`src/rtl/arp_pkg.sv`:
```
// rtl/arp_pkg.sv - ARP body constants, error codes and parser state encoding.
package arp_pkg;
  localparam int ARP_BODY_BYTES = 28;
  localparam int ARP_BODY_W     = ARP_BODY_BYTES * 8;

  localparam logic [15:0] HTYPE_ETH  = 16'h0001;
  localparam logic [15:0] PTYPE_IPV4 = 16'h0800;
  localparam logic [7:0]  HLEN_ETH   = 8'd6;
  localparam logic [7:0]  PLEN_IPV4  = 8'd4;
  localparam logic [15:0] OPER_REQ   = 16'd1;
  localparam logic [15:0] OPER_REP   = 16'd2;

  localparam logic [1:0] ERR_RUNT = 2'd0;
  localparam logic [1:0] ERR_HDR  = 2'd1;
  localparam logic [1:0] ERR_OPER = 2'd2;
  localparam logic [1:0] ERR_IP   = 2'd3;

  typedef enum logic [2:0] {
    ST_IDLE    = 3'd0,
    ST_COLLECT = 3'd1,
    ST_DRAIN   = 3'd2,
    ST_CHECK   = 3'd3,
    ST_HOLD    = 3'd4
  } arp_state_t;
endpackage

```
`src/rtl/arp_hdr_check.sv`:
```
// rtl/arp_hdr_check.sv - combinational ARP body validation and error classification.
// Optional target-IP filter enabled by ARP_IP_FILTER_EN.
module arp_hdr_check
  import arp_pkg::*;
(
  input  logic [ARP_BODY_W-1:0] body,
  input  logic [31:0]           local_ip,
  output logic                  ok,
  output logic [1:0]            err_code
);
  logic [15:0] htype;
  logic [15:0] ptype;
  logic [7:0]  hlen;
  logic [7:0]  plen;
  logic [15:0] oper;
  logic [31:0] tpa;
  logic        hdr_bad;
  logic        oper_bad;
  logic        unused_bits;

  assign htype = body[223:208];
  assign ptype = body[207:192];
  assign hlen  = body[191:184];
  assign plen  = body[183:176];
  assign oper  = body[175:160];
  assign tpa   = body[31:0];

  assign hdr_bad  = (htype != HTYPE_ETH) || (ptype != PTYPE_IPV4) ||
                    (hlen != HLEN_ETH) || (plen != PLEN_IPV4);
  assign oper_bad = !((oper == OPER_REQ) || (oper == OPER_REP));

`ifdef ARP_IP_FILTER_EN
  assign unused_bits = ^body[159:32];

  always_comb begin
    ok       = 1'b1;
    err_code = ERR_RUNT;
    if (hdr_bad) begin
      ok       = 1'b0;
      err_code = ERR_HDR;
    end else if (oper_bad) begin
      ok       = 1'b0;
      err_code = ERR_OPER;
    end else if (tpa != local_ip) begin
      ok       = 1'b0;
      err_code = ERR_IP;
    end
  end
`else
  assign unused_bits = ^{body[159:32], tpa, local_ip};

  always_comb begin
    ok       = 1'b1;
    err_code = ERR_RUNT;
    if (hdr_bad) begin
      ok       = 1'b0;
      err_code = ERR_HDR;
    end else if (oper_bad) begin
      ok       = 1'b0;
      err_code = ERR_OPER;
    end
  end
`endif
endmodule

```
`src/rtl/arp_rx_parser.sv`:
```
// rtl/arp_rx_parser.sv - streaming ARP body parser with held output record.
// ARP_IP_FILTER_EN drops frames whose target IP differs from local_ip.
module arp_rx_parser
  import arp_pkg::*;
#(
  parameter int DATA_W = 32
) (
  input  logic              clk,
  input  logic              rst,
  input  logic [DATA_W-1:0] in_data,
  input  logic              in_valid,
  output logic              in_ready,
  input  logic              in_last,
  input  logic [31:0]       local_ip,
  output logic              out_valid,
  input  logic              out_ready,
  output logic [15:0]       hdr_type,
  output logic [15:0]       proto_type,
  output logic [7:0]        hdr_addr_length,
  output logic [7:0]        pro_addr_length,
  output logic [15:0]       operation,
  output logic [47:0]       send_hdr_addr,
  output logic [47:0]       target_hdr_addr,
  output logic [31:0]       send_ip_addr,
  output logic [31:0]       target_ip_addr,
  output logic              err,
  output logic [1:0]        err_code
);
  localparam int NBEATS = ARP_BODY_W / DATA_W;
  localparam int CNT_W  = $clog2(NBEATS + 1);

  arp_state_t             state;
  logic [CNT_W-1:0]       count;
  logic [CNT_W-1:0]       count_nxt;
  logic [ARP_BODY_W-1:0]  shift_reg;
  logic                   accept;
  logic                   chk_ok;
  logic [1:0]             chk_code;

  assign accept    = in_valid && in_ready;
  assign count_nxt = count + CNT_W'(1);

  arp_hdr_check u_hdr_check (
    .body     (shift_reg),
    .local_ip (local_ip),
    .ok       (chk_ok),
    .err_code (chk_code)
  );

  always_ff @(posedge clk or negedge rst) begin
    if (!rst) begin
      state           <= ST_IDLE;
      count           <= '0;
      shift_reg       <= '0;
      in_ready        <= 1'b0;
      out_valid       <= 1'b0;
      err             <= 1'b0;
      err_code        <= ERR_RUNT;
      hdr_type        <= '0;
      proto_type      <= '0;
      hdr_addr_length <= '0;
      pro_addr_length <= '0;
      operation       <= '0;
      send_hdr_addr   <= '0;
      target_hdr_addr <= '0;
      send_ip_addr    <= '0;
      target_ip_addr  <= '0;
    end else begin
      err <= 1'b0;
      case (state)
        ST_IDLE: begin
          in_ready <= 1'b1;
          if (accept) begin
            shift_reg <= {shift_reg[ARP_BODY_W-DATA_W-1:0], in_data};
            if (in_last) begin
              err      <= 1'b1;
              err_code <= ERR_RUNT;
              count    <= '0;
            end else begin
              count <= CNT_W'(1);
              state <= ST_COLLECT;
            end
          end
        end
        ST_COLLECT: begin
          if (accept) begin
            shift_reg <= {shift_reg[ARP_BODY_W-DATA_W-1:0], in_data};
            count     <= count_nxt;
            if (count_nxt == CNT_W'(NBEATS)) begin
              if (in_last) begin
                state    <= ST_CHECK;
                in_ready <= 1'b0;
              end else begin
                state <= ST_DRAIN;
              end
            end else if (in_last) begin
              err      <= 1'b1;
              err_code <= ERR_RUNT;
              count    <= '0;
              state    <= ST_IDLE;
            end
          end
        end
        // Padding after a full body is swallowed until the frame ends.
        ST_DRAIN: begin
          if (accept && in_last) begin
            state    <= ST_CHECK;
            in_ready <= 1'b0;
          end
        end
        ST_CHECK: begin
          count <= '0;
          if (chk_ok) begin
            hdr_type        <= shift_reg[223:208];
            proto_type      <= shift_reg[207:192];
            hdr_addr_length <= shift_reg[191:184];
            pro_addr_length <= shift_reg[183:176];
            operation       <= shift_reg[175:160];
            send_hdr_addr   <= shift_reg[159:112];
            send_ip_addr    <= shift_reg[111:80];
            target_hdr_addr <= shift_reg[79:32];
            target_ip_addr  <= shift_reg[31:0];
            out_valid       <= 1'b1;
            state           <= ST_HOLD;
          end else begin
            err      <= 1'b1;
            err_code <= chk_code;
            in_ready <= 1'b1;
            state    <= ST_IDLE;
          end
        end
        ST_HOLD: begin
          if (out_ready) begin
            out_valid <= 1'b0;
            in_ready  <= 1'b1;
            state     <= ST_IDLE;
          end
        end
        default: begin
          in_ready <= 1'b1;
          state    <= ST_IDLE;
        end
      endcase
    end
  end
endmodule

```
`config.mk`:
```
export PLATFORM = sky130hd
export DESIGN_NAME = arp_rx_parser
export DESIGN_NICKNAME = d
export VERILOG_FILES = /design/src/rtl/arp_pkg.sv /design/src/rtl/arp_hdr_check.sv /design/src/rtl/arp_rx_parser.sv
export SDC_FILE = /design/constraint.sdc
export NUM_CORES = 1
export LEC_CHECK = 0
export CAP_MARGIN = 20
export CORE_ASPECT_RATIO = 0.8
export CORE_MARGIN = 4
export CORE_UTILIZATION = 60
export CTS_BUF_LIST = sky130_fd_sc_hd__clkbuf_4
export CTS_CLUSTER_SIZE = 12
export DETAILED_ROUTE_END_ITERATION = 8
export DONT_BUFFER_PORTS = 1
export PLACE_DENSITY = 0.79
export RECOVER_POWER = 100
export SYNTH_ARGS = -nofsm -noshare
export SYNTH_HDL_FRONTEND = slang
export SYNTH_SLANG_ARGS = --single-unit
export TNS_END_PERCENT = 1
```
`constraint.sdc`:
```
create_clock -name clk -period 2.3 [get_ports clk]
set_input_delay 0.115 -clock clk [delete_from_list [all_inputs] [get_ports clk]]
set_output_delay 0.115 -clock clk [all_outputs]
set_load 0.005 [all_outputs]
```
# Word-level counts from Yosys, hierarchy flattened
# Index checks and enable logic that the tools add are counted.
dict set report classes {
  n_reduce_logical 17
  n_addsub 1
  eq_ne 22
  mux 42
}
# cell n
set op_table {}
lappend op_table {{3-bit two-way mux} 12}
lappend op_table {{2-bit != test (second input constant)} 10}
lappend op_table {{1-bit two-way mux} 17}
lappend op_table {{16-bit by 1-bit equality test with 1-bit output (second input constant)} 1}
lappend op_table {{16-bit by 2-bit equality test with 1-bit output (second input constant)} 1}
lappend op_table {{16-bit by 1-bit != test with 1-bit output (second input constant)} 1}
lappend op_table {{16-bit by 12-bit != test with 1-bit output (second input constant)} 1}
lappend op_table {{8-bit by 3-bit != test with 1-bit output (second input constant)} 2}
lappend op_table {{3-bit one-hot mux with 5 select lines} 1}
lappend op_table {{2-bit two-way mux} 7}
lappend op_table {{6-bit AND reduction} 2}
lappend op_table {{3-bit one-hot mux with 3 select lines} 1}
lappend op_table {{3-bit by 2-bit equality test with 1-bit output (second input constant)} 2}
lappend op_table {{3-bit equality test (second input constant)} 2}
lappend op_table {{2-bit one-hot mux with 3 select lines} 1}
lappend op_table {{3-bit AND reduction} 2}
lappend op_table {{5-bit AND reduction} 1}
lappend op_table {{1-bit logical OR} 4}
lappend op_table {{1-bit one-hot mux with 4 select lines} 1}
lappend op_table {{2-bit AND reduction} 2}
lappend op_table {{3-bit by 1-bit adder with 3-bit output (second input constant)} 1}
lappend op_table {{3-bit by 1-bit equality test with 1-bit output (second input constant)} 1}
lappend op_table {{3-bit zero test} 1}
lappend op_table {{3-bit != test (second input constant)} 1}
lappend op_table {{other kinds (6)} 7}
dict set report totals {
  output_inout_bits 229
  register_bits 459
  in_bits 69
}

# Logic depth before layout (Yosys ltp)
dict set report depth {
  word_depth 7
  depth_mapped 8
  mapped_depth_nobuf 6
}

# Modules after synthesis
# From an unflattened synthesis, not the netlist that was laid out.
dict set report unflattened {
  hier_cells 1042
  area_unflattened_um2 17877.1
}
# module area_per_inst_um2 n_inst cells_per_inst
set modules_own_cells {}
lappend modules_own_cells {arp_rx_parser 17674.5 1 1017}
lappend modules_own_cells {arp_hdr_check 202.7 1 25}

# Worst setup path after synthesis
# No wires, ideal clock.
dict set report synth_path {
  path_kind {register to register}
  start {reg shift_reg[184]}
  end {reg send_hdr_addr[0]}
  synth_period_minus_slack_ps 1955
  slack_ps 345
  setup_ps 128
  path_stages_with_launch 8
  path_buffers 2
  t_arrival_ps 1828
  cell_sequence {dfrtp_1 > nor4b_2 > nand4_1 > nor4_2 > nand3_1 > buf_2 > buf_4 > mux2_1}
}
dict set report synth_between {
  elab_chain_cells 5
}
# item line_no
set synth_lines {}
lappend synth_lines {{from (decl)} arp_rx_parser.sv:35} ;# logic [ARP_BODY_W-1:0] shift_reg;
lappend synth_lines {{from (signal assigned)} arp_rx_parser.sv:74} ;# shift_reg <= {shift_reg[ARP_BODY_W-DATA_W-1:0], in_data};
lappend synth_lines {{from (signal assigned)} arp_rx_parser.sv:87} ;# shift_reg <= {shift_reg[ARP_BODY_W-DATA_W-1:0], in_data};
lappend synth_lines {{8-bit by 3-bit != test with 1-bit output} arp_hdr_check.sv:29} ;# (hlen != HLEN_ETH) || (plen != PLEN_IPV4);
lappend synth_lines {{1-bit logical OR} arp_hdr_check.sv:28} ;# assign hdr_bad = (htype != HTYPE_ETH) || (ptype != PTYPE_IPV4) ||
lappend synth_lines {{1-bit logical OR} arp_hdr_check.sv:29}
lappend synth_lines {{1-bit two-way mux} arp_hdr_check.sv:55} ;# if (hdr_bad) begin
lappend synth_lines {{2-bit AND reduction (no line)} -}
lappend synth_lines {{to (signal assigned)} arp_rx_parser.sv:119} ;# send_hdr_addr <= shift_reg[159:112];
lappend synth_lines {{to (decl)} arp_rx_parser.sv:22} ;# output logic [47:0] send_hdr_addr,
# Every way passes these cells.
# A chain may end at the register's enable or synchronous reset.

# Final worst setup path
dict set report layout_path {
  start {reg shift_reg[189]}
  end {reg target_hdr_addr[40]}
}
dict set report layout_between {
  elab_chain_cells 5
}
# item line_no
set layout_lines {}
lappend layout_lines {{8-bit by 3-bit != test with 1-bit output} arp_hdr_check.sv:29}
lappend layout_lines {{1-bit logical OR} arp_hdr_check.sv:28}
lappend layout_lines {{1-bit logical OR} arp_hdr_check.sv:29}
lappend layout_lines {{1-bit two-way mux} arp_hdr_check.sv:55}
lappend layout_lines {{2-bit AND reduction (no line)} -}
lappend layout_lines {{to (signal assigned)} arp_rx_parser.sv:121} ;# target_hdr_addr <= shift_reg[79:32];
lappend layout_lines {{to (decl)} arp_rx_parser.sv:23} ;# output logic [47:0] target_hdr_addr,
# Every way passes these cells.

==> metrics.txt <==
final hold vios between 400 and 500; setup ws final -0.0219 ns; CTS Buf Count 108; Slew HR 0.540; prevailing post-synth register cell dfrtp_1; power density cells 896 mW/mm2; fraction of layout instances using a drive strength above 1 0.402; area share of the largest cell type after synthesis 0.672; Worst Path Max Fanout 22; Cell variety after synth 40; Max-cap violations 0; status complete, but fails checks; post-synthesis async set-or-reset flop share 1.00; Post-Syn Nets 1119; Critical Path Sink Type flop; die area 0.0313 mm2; Critical Path AT just under 3 ns; biggest area consumer among synthesized cells dfrtp_1; sequential fraction of the synthesis area 0.672; min-delay worst type in2async; initial DRC count ~440; hpwl dp 20600 um; Boundary Pins 298; Hold WS -0.903 ns; PortBufs 0; total track usage 0.207; Reg clk slew, reported paths 0.07 ns; FMAX 431 MHz; Crit path required time 2.88 ns; CTS tree yes; failing checks negative hold slack, negative setup slack; Placer Congestion 0.826; Crit Path Class reg2reg; std cell rows 54; most frequent cells after synthesis dfrtp_1, mux2_2, mux2_1, and2_1, buf_2; total grt overflow 0; Vias/cell 5.58; dpl ws -0.0390 ns; cell with the most instances after synthesis dfrtp_1; Clock Tree Buf Depth 3; fin area 0.0197 mm2; vias in the first global route 9455; RR Startpoint shift_reg[189]; core area about 0.028 mm2; Initial DRT Pass Iterations 4; Netlist Area Pre-Place 0.0171 mm2; top post-synthesis cells by area dfrtp_1, mux2_2, mux2_1, and2_1, buf_6; H-tree depth 3; number of flops mapped to enable cells by yosys 0; cell count after synthesis between 1000 and 1500; Synth Warn # 0; first-pass GRT wire length 52300 um; worst vdd ir 648 uV; CTS sink cnt 459; RSZ-0062 raised after global routing yes; DIE WIDTH around 200 um; Final setup viols 36; min cycle time layout 2.32 ns; worst slew pin tran 0.682 ns; Slew Viols, Final 0; Synth Area per Inst 16.3 um2; P&R area growth vs syn 15.0%; final net count 1241; latest clock arrival within the worst-skew pair 0.71 ns; setup TNS -0.257 ns; Post-DP Area between 0.015 and 0.02 mm2; Post-DRT Antenna Nets 0; fin crit share 1.01; initial antenna violation count 1; DR WL/cell roughly 22 um; wirelength, routed about 35000 um; Leak 9.71 nW; Worst Clk Skew 0.0450 ns; Die Height about 160 um; register bit total from synthesis 459; Final Core Density 0.711; pin count of the biggest net entering global routing 460; CP startpoint kind flop; CTS root buf clkbuf_4; # DRC 0; critical path startpoint shift_reg[189]; hold buffers post-CTS 36; starting density of the core 0.619; max reg flops 224; vias post-DR 8986
## final timing paths
check,to,slack (ns),cells after the start
min in group clk,shift_reg[16],0.08,2
worst max-delay path,target_hdr_addr[40],-0.02,8
max in group asynchronous,target_ip_addr[9],2.62,0
worst max register to register,target_hdr_addr[40],-0.02,8
worst min register to register,target_hdr_addr[40],0.50,1
worst min-delay path,target_ip_addr[22],-0.90,0
## per-layer routing
metal / GRT usage / vias to the layer above / part of all wire
met4: 0.0718 / 0 / 0.023
li1: - / 4001 / -
met5: 0 / - / 0
met1: 0.287 / 4679 / 0.44
met2: 0.304 / 250 / 0.46
met3: 0.0798 / 56 / 0.073
## kinds of logic (layout without fill, tap and decap cells)
logic type,Yosys count,in the layout,synth area share
muxes,386,386,0.254
DFF,459,459,0.672
buffers and inverters,58,254,0.0205
AOI/OAI and AO/OA,21,21,0.00805
other,0,2,0
and+or+nand+nor,120,120,0.0427
xor gates and xnor gates,2,2,0.00103
adders and majority gates,2,2,0.00146
## cell type report
class	count	area, um2
antenna	2	5.00
clock buffer	159	1190
clock inverter	25	123
multi-input combinational	531	5600
fill	1731	7970
timing repair buffer	64	773
inverter	6	22.5
tap	364	455
sequential	459	11500
## timing repair
action                                  in CTS  in global routing
pin swaps                                    0                  5
endpoints found under the hold margin      506                459
endpoints found under the setup margin     148                222
resized for setup                            1                 87
setup buffers                                0                  3
cloned                                       0                  6
## report_power, final
| part | switching [mW] | total (mW) | internal [mW] | leakage (nW) |
|---|---|---|---|---|
| registers | 0.916 | 10.0 | 9.10 | 5.91 |
| clock network | 2.97 | 6.23 | 3.25 | 0.793 |
| logic | 0.409 | 1.37 | 0.960 | 3.00 |
## critical path, cell delays in order, from the launching register on
cell and delay [ns]:
dfrtp_1 0.41, nor4_2 0.33, nand4_1 0.19, nor4_2 0.29, buf_4 0.16, nand3_4 0.07, buf_12 0.18, clkbuf_16 0.22
mux2_1 0.33
## through the flow
step	power [mW]	std cells	hold slack, ns
2_1_floorplan	10.8	1048	-0.181
6_report	17.6	1610	-0.903
3_5_place_dp	11.4	1379	-0.171
3_3_place_gp	11.3	1379	-0.172
4_1_cts	17.7	1599	-0.985
5_1_grt	18.5	1609	-0.994
## layout by cell type, fill, tap and decap left out, types with 6 or more instances in the layout
cell type      synthesis  final
and2_1                57     56
nor4_2                 1      7
inv_1                  6      6
buf_4                  7     10
mux2_1               162     89
clkbuf_4               0    160
nand2b_1              11     11
dlygate4sd3_1          0     36
clkinv_1               0     20
mux2_4                 0     73
dfrtp_1              459    459
nand2_1               12     12
mux2_2               224    224
nor2_1                 6      6
Power figures use the tool's default switching activity.
